### config.mk
export PLATFORM = sky130hd
export DESIGN_NAME = onehot_decoder
export DESIGN_NICKNAME = d
export VERILOG_FILES = /design/src/rtl/onehot_decoder.sv
export SDC_FILE = /design/constraint.sdc
export NUM_CORES = 1
export LEC_CHECK = 0
export ABC_AREA = 1
export BUFFER_PORTS_ARGS = -buffer_cell sky130_fd_sc_hd__clkbuf_2
export CAP_MARGIN = 15
export CORE_UTILIZATION = 52
export CTS_BUF_LIST = sky130_fd_sc_hd__clkbuf_8
export DETAILED_ROUTE_END_ITERATION = 8
export HOLD_SLACK_MARGIN = 0.02
export PLACE_DENSITY = 0.77
export SYNTH_ARGS = -nofsm -noshare
export SYNTH_HDL_FRONTEND = slang
export SYNTH_SLANG_ARGS = --single-unit
### constraint.sdc
create_clock -name clk -period 1.6 [get_ports clk]
set_input_delay 0.32 -clock clk [delete_from_list [all_inputs] [get_ports clk]]
set_output_delay 0.32 -clock clk [all_outputs]
set_load 0.1 [all_outputs]
### src/rtl/onehot_decoder.sv
// One-hot to binary index decoder with a one-deep registered valid/ready stage.
// Illegal codes (zero or multiple bits set) are flagged per word and counted, saturating.
module onehot_decoder #(
    parameter int N         = 4,
    parameter int ERR_CNT_W = 8
) (
    input  logic                  clk,
    input  logic                  rst_n,
    input  logic                  en,
    input  logic [N-1:0]          din,
    input  logic                  din_valid,
    output logic                  din_ready,
    output logic [$clog2(N)-1:0]  dout,
    output logic                  dout_err,
    output logic                  dout_valid,
    input  logic                  dout_ready,
    input  logic                  clear_err,
    output logic [ERR_CNT_W-1:0]  err_count
);

    localparam int OUT_W = $clog2(N);

    logic [OUT_W-1:0]     dout_q, dout_d;
    logic                 dout_err_q, dout_err_d;
    logic                 dout_valid_q, dout_valid_d;
    logic [ERR_CNT_W-1:0] err_count_q, err_count_d;

    logic [OUT_W-1:0]     low_idx;
    logic                 illegal;
    logic                 accept;
    logic                 accept_illegal;

    // Lowest set bit wins, so scan from the top and let lower bits overwrite.
    always_comb begin
        low_idx = '0;
        for (int i = N - 1; i >= 0; i--) begin
            if (din[i]) begin
                low_idx = OUT_W'(i);
            end
        end
    end

    assign illegal        = (din == '0) || ((din & (din - N'(1))) != '0);
    assign din_ready      = en & (~dout_valid_q | dout_ready);
    assign accept         = din_valid & din_ready;
    assign accept_illegal = accept & illegal;

    always_comb begin
        dout_d       = dout_q;
        dout_err_d   = dout_err_q;
        dout_valid_d = dout_valid_q & ~dout_ready;
        err_count_d  = err_count_q;

        if (accept) begin
            dout_d       = low_idx;
            dout_err_d   = illegal;
            dout_valid_d = 1'b1;
        end

        if (clear_err) begin
            err_count_d = accept_illegal ? ERR_CNT_W'(1) : '0;
        end else if (accept_illegal && (err_count_q != '1)) begin
            err_count_d = err_count_q + ERR_CNT_W'(1);
        end
    end

    always_ff @(posedge clk or negedge rst_n) begin
        if (!rst_n) begin
            dout_q       <= '0;
            dout_err_q   <= 1'b0;
            dout_valid_q <= 1'b0;
            err_count_q  <= '0;
        end else begin
            dout_q       <= dout_d;
            dout_err_q   <= dout_err_d;
            dout_valid_q <= dout_valid_d;
            err_count_q  <= err_count_d;
        end
    end

    assign dout       = dout_q;
    assign dout_err   = dout_err_q;
    assign dout_valid = dout_valid_q;
    assign err_count  = err_count_q;

endmodule
* Word-level counts from Yosys, hierarchy flattened
Cells that the tools add are included.
Operators by class: $add $sub $neg 2, eq/ne operators 1, mux-type cells 8, bitwise gates (word level) 8, reduce and logical (&&, ||, !) cells 5
Operators with widths (number):
- $mux 8 | 2
- $add 8x1->8 const B | 1
- $mux 2 | 4
- $ne 8x8->1 const B | 1
- $and 1x1->1 | 4
- $and 4x4->4 | 1
- $logic_not 4->1 | 1
- $reduce_bool 4->1 | 1
- $sub 4x1->4 const B | 1
- $mux 1 | 2
- $not 1->1 | 2
- $reduce_bool 2->1 | 1
- $logic_and 1x1->1 | 1
- $logic_or 1x1->1 | 1
- $or 1x1->1 | 1
Word-level totals: flip-flop bits (word level) 12, input bits 10, output and inout port bits 13, logic and storage cells 28

* Longest topological paths before layout
Gate-level depths: netlist of run 1.
word-level depth 8, mapped depth 9

* Least setup slack after synthesis of run 1
Ideal clock, no wire load.
kind flip-flop to output port, start register dout_valid_q (netlist: dout_valid), end output port din_ready, arrival time 2.234 ns, required time 1.280 ns, slack -0.954 ns, stages on the path, launching flop included 4, path buffers 0, path through dfrtp_1 -> inv_1 -> nor2_1 -> nor2_1
On the way: cells in the longest elaborated chain, start to end 3
Ends and longest elaborated chain:
- from (decl) | line 25 | logic dout_valid_q, dout_valid_d;
- from (signal assigned) | line 76 | dout_valid_q <= dout_valid_d;
- $not 1->1 | line 44 | assign din_ready = en & (~dout_valid_q | dout_ready);
- $or 1x1->1 | line 44
- $and 1x1->1 | line 44
- to (decl) | line 12 | output logic din_ready,
Every way passes these cells.

* Worst setup path in the final report of run 1
start register err_count_q[0] (netlist: err_count[0]), end register err_count_q[2] (netlist: err_count[2])
On the way: cells in the longest elaborated chain, start to end 3
Ends and longest elaborated chain:
- from (decl) | line 26 | logic [ERR_CNT_W-1:0] err_count_q, err_count_d;
- from (signal assigned) | line 77 | err_count_q <= err_count_d;
- $add 8x1->8 or $ne 8x8->1 (tied branches) | line 63, 62
- $mux 8 or $logic_and 1x1->1 (tied branches) | line 62 | end else if (accept_illegal && (err_count_q != '1)) begin
- $mux 8 or $reduce_bool 2->1 (tied branches)
Several ways; a longest one is shown, not always the timed one. The select of a mux whose other input is x is not followed. A chain may end at the register's enable or synchronous reset.

==> results of run 1 <==
==> timing repair <==
action | in CTS | in global routing
hold buffers | 1 | 0
gates resized for setup | 0 | 1
endpoints found under the setup margin | 0 | 2
hold endpoints to repair | 12 | 0
==> final cells by class <==
cell class,instances,area (sq um),area share (%)
clock buffers,3,41.3,4.00
clock inverters,1,3.75,0.363
inverters,17,65.1,6.30
multi-input cells,86,448,43.3
flip-flops and latches,12,317,30.6
well taps,15,18.8,1.82
repair buffers,23,140,13.6
==> worst paths after layout <==
check                                  start            to  slack [ns]  cells past startpoint
worst max-delay path            err_count[0]  err_count[2]        0.13                      8
worst min-delay path              dout_ready    dout_valid        0.27                      2
worst max register to register  err_count[0]  err_count[2]        0.13                      8
worst min register to register      dout_err      dout_err        0.47                      2
max in group asynchronous              rst_n  err_count[1]        0.85                      2
min in group asynchronous              rst_n  err_count[3]        0.49                      2
==> power breakdown <==
part / total (uW) / internal (uW) / switching, uW
clock: 283 / 169 / 114
combinational: 385 / 78.0 / 307
sequential: 363 / 337 / 25.2
==> state kept, by name (all words and copies together), names as in the netlist <==
register    count
dout_valid      1
err_count       8
dout_err        1
dout            2
==> per-stage QoR <==
step	setup TNS [ns]	total power [uW]	utilization (%)	setup WS, ns	instances
6_report	0	1030	75.6	0.126	157
5_1_grt	0	1080	75.6	0.0236	157
4_1_cts	0	1030	74.5	0.0855	156
3_5_place_dp	0	748	70.5	0.122	151
3_3_place_gp	0	742	70.5	0.155	151
2_1_floorplan	-0.00650	665	-	-0.00650	115
==> routing by layer <==
layer	vias up	track usage (%)	share of wire, %
met5	-	0	0
met4	0	9.68	1.4
met3	6	4.89	5.0
met2	31	47.7	48
met1	377	33.8	46
li1	410	-	-
==> worst max-delay path, delay by kind of cell (launching register included) <==
family,cells,cell delay (ns)
DFF,1,0.50
and+or+nand+nor,6,0.59
adders and majority gates,1,0.23
buffers and inverters,1,0.08
==> logic make-up (layout without fill, tap and decap cells) <==
kind of cell    count (synthesis)  after routing  synth area share (%)
buf+inv                        18             44                  9.09
compound gates                  5              5                  4.23
simple gates                   77             78                  45.3
flops                          12             12                  37.6
xor+xnor                        2              2                  2.19
fa+ha+maj                       1              1                  1.57
==> cell usage in the layout, fill, tap and decap left out, drive strengths merged <==
cell / count
clkinv: 2
clkbuf: 22
o31ai: 1
nand3: 14
or2: 1
nor3: 2
buf: 3
nand2: 46
nor2: 13
o21ai: 2
ha: 1
dfrtp: 12
o21bai: 1
inv: 16
dlygate4sd3: 1
xor2: 2
nand4: 2
a21oi: 1
==> impl_metrics.xml, run 1 <==
<?xml version="1.0" encoding="UTF-8"?>
<metrics>
  <group name="die">
    <metric name="die_x" unit="microns">41.2</metric>
    <metric name="die_height" unit="microns">41.2</metric>
    <metric name="initial_utilization" unit="%">58.4</metric>
    <metric name="dieArea" unit="sq um">1700</metric>
    <metric name="std_cell_rows" unit="">13</metric>
    <metric name="core_area" unit="sq um">1370</metric>
    <metric name="io-pin-count" unit="">23</metric>
  </group>
  <group name="hold_path">
    <metric name="hold_class" unit="">in2reg</metric>
  </group>
  <group name="clock_network">
    <metric name="clock_edge_transition_at_the_registers_on_the_reported_setup_and_hold_paths" unit="ns">0.06</metric>
    <metric name="clockRootBuffer" unit="">sky130_fd_sc_hd__clkbuf_8</metric>
    <metric name="clock_insertion_delay_worst_skew" unit="ns">0.24</metric>
    <metric name="cts-buffers-inserted" unit="">3</metric>
    <metric name="post_cts_repair_setup_buffers" unit="">0</metric>
    <metric name="cts-htree-levels" unit="">1</metric>
    <metric name="cts.sinks" unit="">12</metric>
    <metric name="clk_path_buf_depth" unit="">2</metric>
    <metric name="tritoncts" unit="">yes</metric>
  </group>
  <group name="synth">
    <metric name="synthMostInstantiatedCell" unit="">sky130_fd_sc_hd__nand2_1</metric>
    <metric name="synth_top_area_share" unit="%">37.6</metric>
    <metric name="post_synthesis_cells" unit="">115</metric>
    <metric name="ys.flop_type" unit="">sky130_fd_sc_hd__dfrtp_1</metric>
    <metric name="synth_largest_area_cell" unit="">sky130_fd_sc_hd__dfrtp_1</metric>
    <metric name="synthesis.yosys.warnings" unit="">0</metric>
    <metric name="synth_cell_types" unit="">23</metric>
    <metric name="synth_seq_cells" unit="">12</metric>
    <metric name="mappedNetlistArea" unit="sq um">798</metric>
    <metric name="seq_area_frac_synth" unit="%">37.6</metric>
    <metric name="syn_nets" unit="">126</metric>
    <metric name="synth.area.top_cells" unit="">sky130_fd_sc_hd__dfrtp_1, sky130_fd_sc_hd__nand2_1, sky130_fd_sc_hd__nand3_1</metric>
    <metric name="async_flop_share" unit="%">100</metric>
    <metric name="synth_enable_flop_cells" unit="">0</metric>
    <metric name="synth.avg_cell_area" unit="sq um">6.94</metric>
    <metric name="synth_common_cells" unit="">sky130_fd_sc_hd__nand2_1, sky130_fd_sc_hd__dfrtp_1, sky130_fd_sc_hd__inv_1, sky130_fd_sc_hd__nand3_1, sky130_fd_sc_hd__nor2_1</metric>
  </group>
  <group name="global_routing">
    <metric name="grt_antenna_before_repair" unit="">0</metric>
    <metric name="number_of_global_route_vias_before_repair" unit="">684</metric>
    <metric name="grtUsageTotal" unit="%">27.5</metric>
    <metric name="grt_start_max_net_pins" unit="">13</metric>
    <metric name="globalRouteOverflowTotal" unit="">0</metric>
    <metric name="grt_first_pass_wirelength" unit="mm">2.98</metric>
  </group>
  <group name="route">
    <metric name="route.detailed.drc" unit="">0</metric>
    <metric name="drt-initial-drc-count" unit="">34</metric>
    <metric name="dr.pass1.iters" unit="">4</metric>
    <metric name="drtAntennaViolNets" unit="">0</metric>
    <metric name="vias_per_cell" unit="">5.25</metric>
    <metric name="routed_wire_length_per_instance" unit="microns">12.1</metric>
    <metric name="routed-via-count" unit="">824</metric>
    <metric name="routed_wirelength" unit="mm">1.90</metric>
  </group>
  <group name="timing">
    <metric name="final_min_period_over_clock_period" unit="%">92.2</metric>
    <metric name="fin_skew" unit="ns">0.00364</metric>
    <metric name="finalSetupViolations" unit="">0</metric>
    <metric name="finalCriticalPeriod" unit="ns">1.47</metric>
    <metric name="report.final.slew_viol_count" unit="">0</metric>
    <metric name="max_slew.worst_pin.slew" unit="ns">0.546</metric>
    <metric name="max_freq" unit="MHz">678</metric>
    <metric name="finalHoldWorstSlack" unit="ns">0.265</metric>
    <metric name="max_slew_margin" unit="%">63.8</metric>
    <metric name="grt_setup_unrepaired" unit="">no</metric>
    <metric name="report.final.hold_viol_count" unit="">0</metric>
  </group>
  <group name="worst_setup_path">
    <metric name="critical_path.endpoint_type" unit="">register</metric>
    <metric name="timing.critical_path.cells" unit="">ha_1 &gt; nand2_2 &gt; clkinv_2 &gt; nand3_2 &gt; nand3_4 &gt; nand2_4 &gt; nand2_1 &gt; nand2_1</metric>
    <metric name="critPathKind" unit="">reg2reg</metric>
    <metric name="cpMaxStageDelayCell" unit="">sky130_fd_sc_hd__dfrtp_4</metric>
    <metric name="cp_common_cell" unit="">sky130_fd_sc_hd__nand2_1</metric>
    <metric name="crit_fanout" unit="">8</metric>
    <metric name="max_stage_delay" unit="ns">0.50</metric>
    <metric name="required" unit="ns">1.77</metric>
    <metric name="worstPathArrival" unit="ns">1.64</metric>
    <metric name="worstSetupStartpointType" unit="">register</metric>
  </group>
  <group name="pwr">
    <metric name="p_leak" unit="uW">0.000560</metric>
    <metric name="powerDensity" unit="nW/um^2">997</metric>
    <metric name="vdd.ir_drop.worst" unit="mV">0.811</metric>
  </group>
  <group name="cells_and_area">
    <metric name="drive_gt1_share" unit="%">36.6</metric>
    <metric name="nNetsFinal" unit="">154</metric>
    <metric name="area_growth" unit="%">29.5</metric>
    <metric name="insertedDiodeCount" unit="">0</metric>
    <metric name="post-route-cell-area" unit="sq um">1030</metric>
    <metric name="filler_cell_count" unit="">102</metric>
  </group>
  <group name="run_status">
    <metric name="status" unit="">finished, final reports clean</metric>
  </group>
  <group name="placed_design">
    <metric name="post_dp_cell_area" unit="sq um">963</metric>
    <metric name="port_buf_inserts" unit="">22</metric>
    <metric name="gp_routability_congestion" unit="">0.809</metric>
    <metric name="dp_hpwl" unit="mm">1.45</metric>
  </group>
  <group name="flow_run">
    <metric name="maxCapViolations" unit="">0</metric>
  </group>
</metrics>
(Power assumes the default switching activity.)
==> inputs of run 2 (changes only) <==
--- a/config.mk
+++ b/config.mk
@@ -8,6 +8,7 @@
 export ABC_AREA = 1
 export BUFFER_PORTS_ARGS = -buffer_cell sky130_fd_sc_hd__clkbuf_2
 export CAP_MARGIN = 15
+export CORE_MARGIN = 2
 export CORE_UTILIZATION = 52
 export CTS_BUF_LIST = sky130_fd_sc_hd__clkbuf_8
 export DETAILED_ROUTE_END_ITERATION = 8
==> constraint.sdc (replaced) <==
create_clock -name clk -period 1.6 [get_ports clk]
set_input_delay 0.08 -clock clk [delete_from_list [all_inputs] [get_ports clk]]
set_output_delay 0.08 -clock clk [all_outputs]
set_load 0.1 [all_outputs]
==> run 2 against run 1 <==
Net effect:
- design area is 1.1% lower
- register-to-register slack worse by 0.02 ns
- non-clock buffer count stayed put
- clock skew is 0.00073 ns lower
- routed wire length is 2.6% higher
- combinational power is 3% lower
==> impl_metrics.xml, run 2 (same netlist as run 1, synthesis figures left out) <==
<?xml version="1.0" encoding="UTF-8"?>
<metrics>
  <group name="cells_and_area">
    <metric name="nNetsFinal" unit="">154</metric>
    <metric name="insertedDiodeCount" unit="">0</metric>
    <metric name="post-route-cell-area" unit="sq um">1020</metric>
    <metric name="layoutNonFillerInstCount" unit="">158</metric>
    <metric name="area_growth" unit="%">28.1</metric>
    <metric name="filler_cell_count" unit="">127</metric>
    <metric name="drive_gt1_share" unit="%">36.6</metric>
    <metric name="layout.cells.most_common_list" unit="">sky130_fd_sc_hd__nand2_1, sky130_fd_sc_hd__clkbuf_2, sky130_fd_sc_hd__inv_1</metric>
    <metric name="post-route-util" unit="%">69.5</metric>
    <metric name="layout.cells.most_common" unit="">sky130_fd_sc_hd__nand2_1</metric>
    <metric name="largest_reg_flops" unit="">8</metric>
  </group>
  <group name="timing">
    <metric name="report.final.slew_viol_count" unit="">0</metric>
    <metric name="fin_skew" unit="ns">0.00291</metric>
    <metric name="max_freq" unit="MHz">670</metric>
    <metric name="max_slew.worst_pin.slew" unit="ns">0.550</metric>
    <metric name="max_slew_margin" unit="%">63.5</metric>
    <metric name="report.final.hold_viol_count" unit="">0</metric>
    <metric name="finalHoldWorstSlack" unit="ns">0.0651</metric>
    <metric name="final_min_period_over_clock_period" unit="%">93.3</metric>
    <metric name="finalCriticalPeriod" unit="ns">1.49</metric>
    <metric name="finalSetupViolations" unit="">0</metric>
  </group>
  <group name="pwr">
    <metric name="powerDensity" unit="nW/um^2">998</metric>
    <metric name="p_leak" unit="uW">0.000554</metric>
    <metric name="sw_frac_of_total" unit="%">43.9</metric>
    <metric name="power.share.clock" unit="%">27.6</metric>
    <metric name="power.combinational.fraction" unit="%">36.5</metric>
    <metric name="vdd.ir_drop.worst" unit="mV">0.583</metric>
    <metric name="total_switching_power" unit="uW">448</metric>
    <metric name="seq_power_share" unit="%">35.8</metric>
    <metric name="internal-power" unit="uW">572</metric>
  </group>
  <group name="placed_design">
    <metric name="dp_hpwl" unit="mm">1.39</metric>
    <metric name="gp_routability_congestion" unit="">0.831</metric>
    <metric name="placed_cells_incl_taps" unit="">152</metric>
    <metric name="port_buf_inserts" unit="">22</metric>
    <metric name="post_dp_cell_area" unit="sq um">945</metric>
  </group>
  <group name="worst_setup_path">
    <metric name="ff2ff_setup_slack" unit="ns">0.11</metric>
    <metric name="timing.critical_path.max_delay_family" unit="">simple AND/OR/NAND/NOR gates</metric>
    <metric name="required" unit="ns">1.78</metric>
    <metric name="worstPathArrival" unit="ns">1.67</metric>
    <metric name="timing.critical_path.cells" unit="">ha_1 &gt; nand2_2 &gt; clkinv_2 &gt; nand3_4 &gt; nand3_4 &gt; nand2_4 &gt; nand2_1 &gt; nand2_1</metric>
    <metric name="worstSetupStartpointType" unit="">register</metric>
    <metric name="critPathKind" unit="">reg2reg</metric>
    <metric name="max_stage_delay" unit="ns">0.50</metric>
    <metric name="crit_fanout" unit="">8</metric>
    <metric name="cpMaxStageDelayCell" unit="">sky130_fd_sc_hd__dfrtp_4</metric>
    <metric name="critPathBufInv" unit="">1</metric>
    <metric name="critical_path.endpoint_type" unit="">register</metric>
  </group>
  <group name="die">
    <metric name="core_area" unit="sq um">1470</metric>
    <metric name="die_height" unit="microns">43.2</metric>
    <metric name="die_x" unit="microns">43.2</metric>
    <metric name="io-pin-count" unit="">23</metric>
    <metric name="initial_utilization" unit="%">54.3</metric>
    <metric name="std_cell_rows" unit="">14</metric>
    <metric name="dieArea" unit="sq um">1860</metric>
  </group>
  <group name="clock_network">
    <metric name="cts-htree-levels" unit="">1</metric>
    <metric name="clock_edge_transition_at_the_registers_on_the_reported_setup_and_hold_paths" unit="ns">0.05</metric>
    <metric name="clk_path_buf_depth" unit="">2</metric>
    <metric name="tritoncts" unit="">yes</metric>
    <metric name="clockRootBuffer" unit="">sky130_fd_sc_hd__clkbuf_8</metric>
    <metric name="clock_insertion_delay_worst_skew" unit="ns">0.24</metric>
    <metric name="cts-buffers-inserted" unit="">3</metric>
    <metric name="cts.sinks" unit="">12</metric>
    <metric name="post_cts_repair_setup_buffers" unit="">0</metric>
  </group>
  <group name="route">
    <metric name="routed_wirelength" unit="mm">1.95</metric>
    <metric name="routed-via-count" unit="">841</metric>
    <metric name="drtAntennaViolNets" unit="">0</metric>
    <metric name="vias_per_cell" unit="">5.32</metric>
    <metric name="drt-initial-drc-count" unit="">28</metric>
    <metric name="routed_wire_length_per_instance" unit="microns">12.3</metric>
    <metric name="dr.pass1.iters" unit="">4</metric>
    <metric name="route.detailed.drc" unit="">0</metric>
  </group>
  <group name="flow_run">
    <metric name="maxCapViolations" unit="">0</metric>
  </group>
  <group name="global_routing">
    <metric name="globalRouteOverflowTotal" unit="">0</metric>
    <metric name="grtUsageTotal" unit="%">22.8</metric>
    <metric name="number_of_global_route_vias_before_repair" unit="">759</metric>
    <metric name="grt_antenna_before_repair" unit="">0</metric>
    <metric name="grt_first_pass_wirelength" unit="mm">3.23</metric>
    <metric name="grt_start_max_net_pins" unit="">13</metric>
  </group>
  <group name="run_status">
    <metric name="status" unit="">finished, final reports clean</metric>
  </group>
  <group name="hold_path">
    <metric name="hold_class" unit="">in2reg</metric>
  </group>
</metrics>
run 2: layout make-up:
cell class	count	area, sq um	area share (%)
timing repair buffer	23	120	11.8
multi-input combinational	86	455	44.6
clock inverter	1	3.75	0.367
tap	16	20.0	1.96
sequential	12	317	31.0
clock buffer	3	41.3	4.04
inverter	17	65.1	6.36
run 2: worst paths after layout:
check | to | cells after the start | startpoint
max | err_count[0] | 8 | err_count[0]
min in group asynchronous | err_count[0] | 2 | rst_n
max reg2reg | err_count[0] | 8 | err_count[0]
max in group asynchronous | err_count[1] | 2 | rst_n
min reg2reg | dout_err | 2 | dout_err
min | dout_valid | 2 | dout_ready
run 2: per-stage QoR:
step	setup WS [ns]	setup TNS, ns	power [uW]
2_1_floorplan	0.0134	0	665
6_report	0.107	0	1020
3_3_place_gp	0.137	0	729
3_5_place_dp	0.0981	0	737
5_1_grt	-0.00688	-0.00688	1060
4_1_cts	0.0745	0	1020
run 2: routing by layer:
metal | vias up | wire (microns) | track usage [%] | share of wire [%]
met1 | 391 | 817 | 28.6 | 42
met2 | 33 | 985 | 38.8 | 51
li1 | 410 | - | - | -
met4 | 0 | 35 | 7.88 | 1.8
met5 | - | 0 | 0 | 0
met3 | 7 | 109 | 4.26 | 5.6
run 2: power groups by stage:
stage | Sequential (uW) | Combinational, uW | Clock [uW]
finish | 365 | 373 | 282
detailed placement | 370 | 367 | 0
floorplan | 561 | 104 | 0
global route | 369 | 393 | 298
CTS | 364 | 371 | 286
global placement | 366 | 363 | 0
run 2: what timing repair did:
| action | 4_1_cts | 5_1_grt |
|---|---|---|
| gates resized for setup | 0 | 2 |
| endpoints found under the hold margin | 12 | 0 |
| hold buffers | 1 | 0 |
| setup endpoints to repair | 0 | 6 |
==> inputs of run 3 (changes only) <==
--- a/config.mk
+++ b/config.mk
@@ -9,11 +9,12 @@
 export BUFFER_PORTS_ARGS = -buffer_cell sky130_fd_sc_hd__clkbuf_2
 export CAP_MARGIN = 15
 export CORE_MARGIN = 2
-export CORE_UTILIZATION = 52
+export CORE_UTILIZATION = 47
 export CTS_BUF_LIST = sky130_fd_sc_hd__clkbuf_8
+export CTS_CLUSTER_SIZE = 28
 export DETAILED_ROUTE_END_ITERATION = 8
 export HOLD_SLACK_MARGIN = 0.02
-export PLACE_DENSITY = 0.77
+export PLACE_DENSITY = 0.73
 export SYNTH_ARGS = -nofsm -noshare
 export SYNTH_HDL_FRONTEND = slang
 export SYNTH_SLANG_ARGS = --single-unit
==> constraint.sdc (replaced) <==
create_clock -name clk -period 1.2 [get_ports clk]
set_input_delay 0.06 -clock clk [delete_from_list [all_inputs] [get_ports clk]]
set_output_delay 0.06 -clock clk [all_outputs]
set_load 0.1 [all_outputs]
==> run 3 against run 2 <==
Net effect:
- clock power increased by 61%
- fmax grew 1.5%
- critical endpoint unchanged
- the flow now finishes with violations (negative setup slack)
- total power grew 65%
- sequential power is 35% higher
- combinational power increased by 98%
- clock-buffer cell count grew 1
- utilization increased by 25 points
- flip-flop and latch count unchanged
==> impl_metrics.xml, run 3 (same netlist as run 1, synthesis figures left out) <==
<?xml version="1.0" encoding="UTF-8"?>
<metrics>
  <group name="cells_and_area">
    <metric name="layout.cells.most_common_list" unit="">sky130_fd_sc_hd__nand2_1, sky130_fd_sc_hd__buf_4, sky130_fd_sc_hd__nand2_2</metric>
    <metric name="layoutNonFillerInstCount" unit="">177</metric>
    <metric name="largest_reg_flops" unit="">8</metric>
    <metric name="drive_gt1_share" unit="%">54.0</metric>
    <metric name="nNetsFinal" unit="">173</metric>
    <metric name="layout.cells.most_common" unit="">sky130_fd_sc_hd__nand2_1</metric>
    <metric name="post-route-util" unit="%">94.4</metric>
    <metric name="insertedDiodeCount" unit="">0</metric>
    <metric name="area_growth" unit="%">82.3</metric>
  </group>
  <group name="pwr">
    <metric name="powerDensity" unit="nW/um^2">1160</metric>
    <metric name="vdd.ir_drop.worst" unit="mV">1.24</metric>
    <metric name="p_leak" unit="uW">0.000723</metric>
  </group>
  <group name="global_routing">
    <metric name="grt_antenna_before_repair" unit="">0</metric>
    <metric name="grt_start_max_net_pins" unit="">13</metric>
    <metric name="globalRouteOverflowTotal" unit="">0</metric>
    <metric name="grtUsageTotal" unit="%">28.7</metric>
    <metric name="number_of_global_route_vias_before_repair" unit="">906</metric>
    <metric name="grt_first_pass_wirelength" unit="mm">4.05</metric>
  </group>
  <group name="worst_setup_path">
    <metric name="timing.rr.end" unit="">err_count[0]</metric>
    <metric name="worstSetupStartpointType" unit="">register</metric>
    <metric name="worstPathArrival" unit="ns">1.65</metric>
    <metric name="cpMaxStageDelayCell" unit="">sky130_fd_sc_hd__dfrtp_4</metric>
    <metric name="timing.critical_path.max_delay_family" unit="">simple AND/OR/NAND/NOR gates</metric>
    <metric name="timing.critical_path.cells" unit="">inv_4 &gt; nor2_4 &gt; nor3_4 &gt; buf_4 &gt; nand3_2 &gt; nand2_1 &gt; nand2_2 &gt; nand2_1</metric>
    <metric name="critPathBufInv" unit="">2</metric>
    <metric name="cp_common_cell" unit="">sky130_fd_sc_hd__nand2_1</metric>
    <metric name="ff2ff_setup_slack" unit="ns">-0.27</metric>
    <metric name="r2r_start" unit="">dout_valid</metric>
    <metric name="max_stage_delay" unit="ns">0.49</metric>
    <metric name="count_of_cell_instances_traversed_by_the_critical_path" unit="">8</metric>
    <metric name="timing.critical_path.to" unit="">err_count[0]</metric>
    <metric name="crit_fanout" unit="">4</metric>
    <metric name="worst-r2r-cell-count" unit="">8</metric>
    <metric name="critPathKind" unit="">reg2reg</metric>
    <metric name="critical_path.endpoint_type" unit="">register</metric>
    <metric name="required" unit="ns">1.37</metric>
    <metric name="critical_path.startpoint" unit="">dout_valid</metric>
  </group>
  <group name="route">
    <metric name="routed_wire_length_per_instance" unit="microns">18.4</metric>
    <metric name="drtAntennaViolNets" unit="">0</metric>
    <metric name="route.detailed.drc" unit="">0</metric>
    <metric name="vias_per_cell" unit="">5.79</metric>
    <metric name="routed-via-count" unit="">1024</metric>
    <metric name="drt-initial-drc-count" unit="">62</metric>
    <metric name="dr.pass1.iters" unit="">4</metric>
    <metric name="routed_wirelength" unit="mm">3.26</metric>
  </group>
  <group name="placed_design">
    <metric name="dp_hpwl" unit="mm">1.59</metric>
    <metric name="gp_routability_congestion" unit="">0.862</metric>
    <metric name="placed_cells_incl_taps" unit="">164</metric>
    <metric name="port_buf_inserts" unit="">22</metric>
    <metric name="detailedPlace.worstSlack" unit="ns">-0.144</metric>
  </group>
  <group name="timing">
    <metric name="grt_setup_unrepaired" unit="">yes</metric>
    <metric name="report.final.hold_viol_count" unit="">0</metric>
    <metric name="max_slew.worst_pin.slew" unit="ns">0.430</metric>
    <metric name="finalSetupViolations" unit="">13</metric>
    <metric name="finalCriticalPeriod" unit="ns">1.47</metric>
    <metric name="postLayoutSetupSlackWorst" unit="ns">-0.271</metric>
    <metric name="fin_skew" unit="ns">0.00767</metric>
    <metric name="report.final.slew_viol_count" unit="">0</metric>
    <metric name="setup_total_negative_slack" unit="ns">-2.62</metric>
    <metric name="final_min_period_over_clock_period" unit="%">123</metric>
    <metric name="max_freq" unit="MHz">680</metric>
    <metric name="max_slew_margin" unit="%">71.1</metric>
  </group>
  <group name="clock_network">
    <metric name="clock_edge_transition_at_the_registers_on_the_reported_setup_and_hold_paths" unit="ns">0.06</metric>
    <metric name="cts-htree-levels" unit="">1</metric>
    <metric name="tritoncts" unit="">yes</metric>
    <metric name="clockRootBuffer" unit="">sky130_fd_sc_hd__clkbuf_8</metric>
    <metric name="cts.sinks" unit="">12</metric>
    <metric name="clk_path_buf_depth" unit="">2</metric>
    <metric name="cts-buffers-inserted" unit="">3</metric>
    <metric name="clock_insertion_delay_worst_skew" unit="ns">0.25</metric>
  </group>
  <group name="die">
    <metric name="dieArea" unit="sq um">2040</metric>
    <metric name="std_cell_rows" unit="">14</metric>
    <metric name="initial_utilization" unit="%">51.8</metric>
    <metric name="io-pin-count" unit="">23</metric>
    <metric name="die_height" unit="microns">45.2</metric>
    <metric name="die_x" unit="microns">45.2</metric>
    <metric name="core_area" unit="sq um">1540</metric>
  </group>
  <group name="run_status">
    <metric name="status" unit="">finished, violations left</metric>
    <metric name="failing_checks" unit="">negative setup slack</metric>
  </group>
  <group name="hold_path">
    <metric name="hold_class" unit="">in2reg</metric>
  </group>
  <group name="flow_run">
    <metric name="maxCapViolations" unit="">0</metric>
  </group>
</metrics>
## run 3: cell count changes in the layout (fill, tap and decap cells not counted), sizes merged
cell | previous run | this run
clkbuf | 25 | 13
buf | 0 | 32
inv | 16 | 15
## run 3: layout make-up
class / count / area [sq um]
Multi-Input combinational cell: 86 / 543
Timing Repair Buffer: 42 / 432
Sequential cell: 12 / 329
Fill cell: 41 / 86.3
Inverter: 17 / 76.3
Clock buffer: 4 / 55.1
Tap cell: 16 / 20.0
## run 3: routing by layer
layer  global-route usage [%]  vias to the layer above  wire [microns]
met5                        0                        -               0
met4                     14.1                        0             184
met3                     7.60                       24             225
met2                     49.4                       69            1710
met1                     32.4                      477            1140
li1                         -                      454               -
## run 3: worst min-delay path by stage
| stage | from | to | slack [ns] | cells after the start |
|---|---|---|---|---|
| after floorplan | rst_n | dout[0] | -0.24 | 0 |
| after global placement | rst_n | err_count[6] | -0.04 | 1 |
| after detailed placement | rst_n | err_count[6] | -0.04 | 1 |
| after CTS | din[0] | dout[0] | 0.06 | 2 |
| after global routing | din[0] | dout[0] | 0.07 | 2 |
| final | dout_ready | dout_valid | 0.08 | 2 |
## run 3: power breakdown
part           switching [uW]  total (uW)  leakage (uW)  internal (uW)
Sequential               39.1         492      0.000144            453
Clock                     162         453     0.0000288            290
Combinational             493         737      0.000550            244
## run 3: worst reg2reg max path, cell delays in order (launching register included)
cell and delay [ns]:
sky130_fd_sc_hd__dfrtp_4 0.49, sky130_fd_sc_hd__inv_4 0.08, sky130_fd_sc_hd__nor2_4 0.05, sky130_fd_sc_hd__nor3_4 0.25, sky130_fd_sc_hd__buf_4 0.19, sky130_fd_sc_hd__nand3_2 0.07
sky130_fd_sc_hd__nand2_1 0.11, sky130_fd_sc_hd__nand2_2 0.07, sky130_fd_sc_hd__nand2_1 0.08
## run 3: timing repair
item	4_1_cts	5_1_grt
pin swaps	2	5
gates resized for setup	5	18
endpoints found under the setup margin	12	14
cloned	1	0
hold buffers	1	0
hold endpoints to repair	12	0
setup buffers	4	3
## run 3: through the flow
step	area, sq um	power (uW)	hold slack (ns)
2_1_floorplan	876	910	-0.236
3_3_place_gp	1250	1130	-0.0393
3_5_place_dp	1250	1140	-0.0381
4_1_cts	1370	1600	0.0552
5_1_grt	1460	1740	0.0732
6_report	1460	1680	0.0781
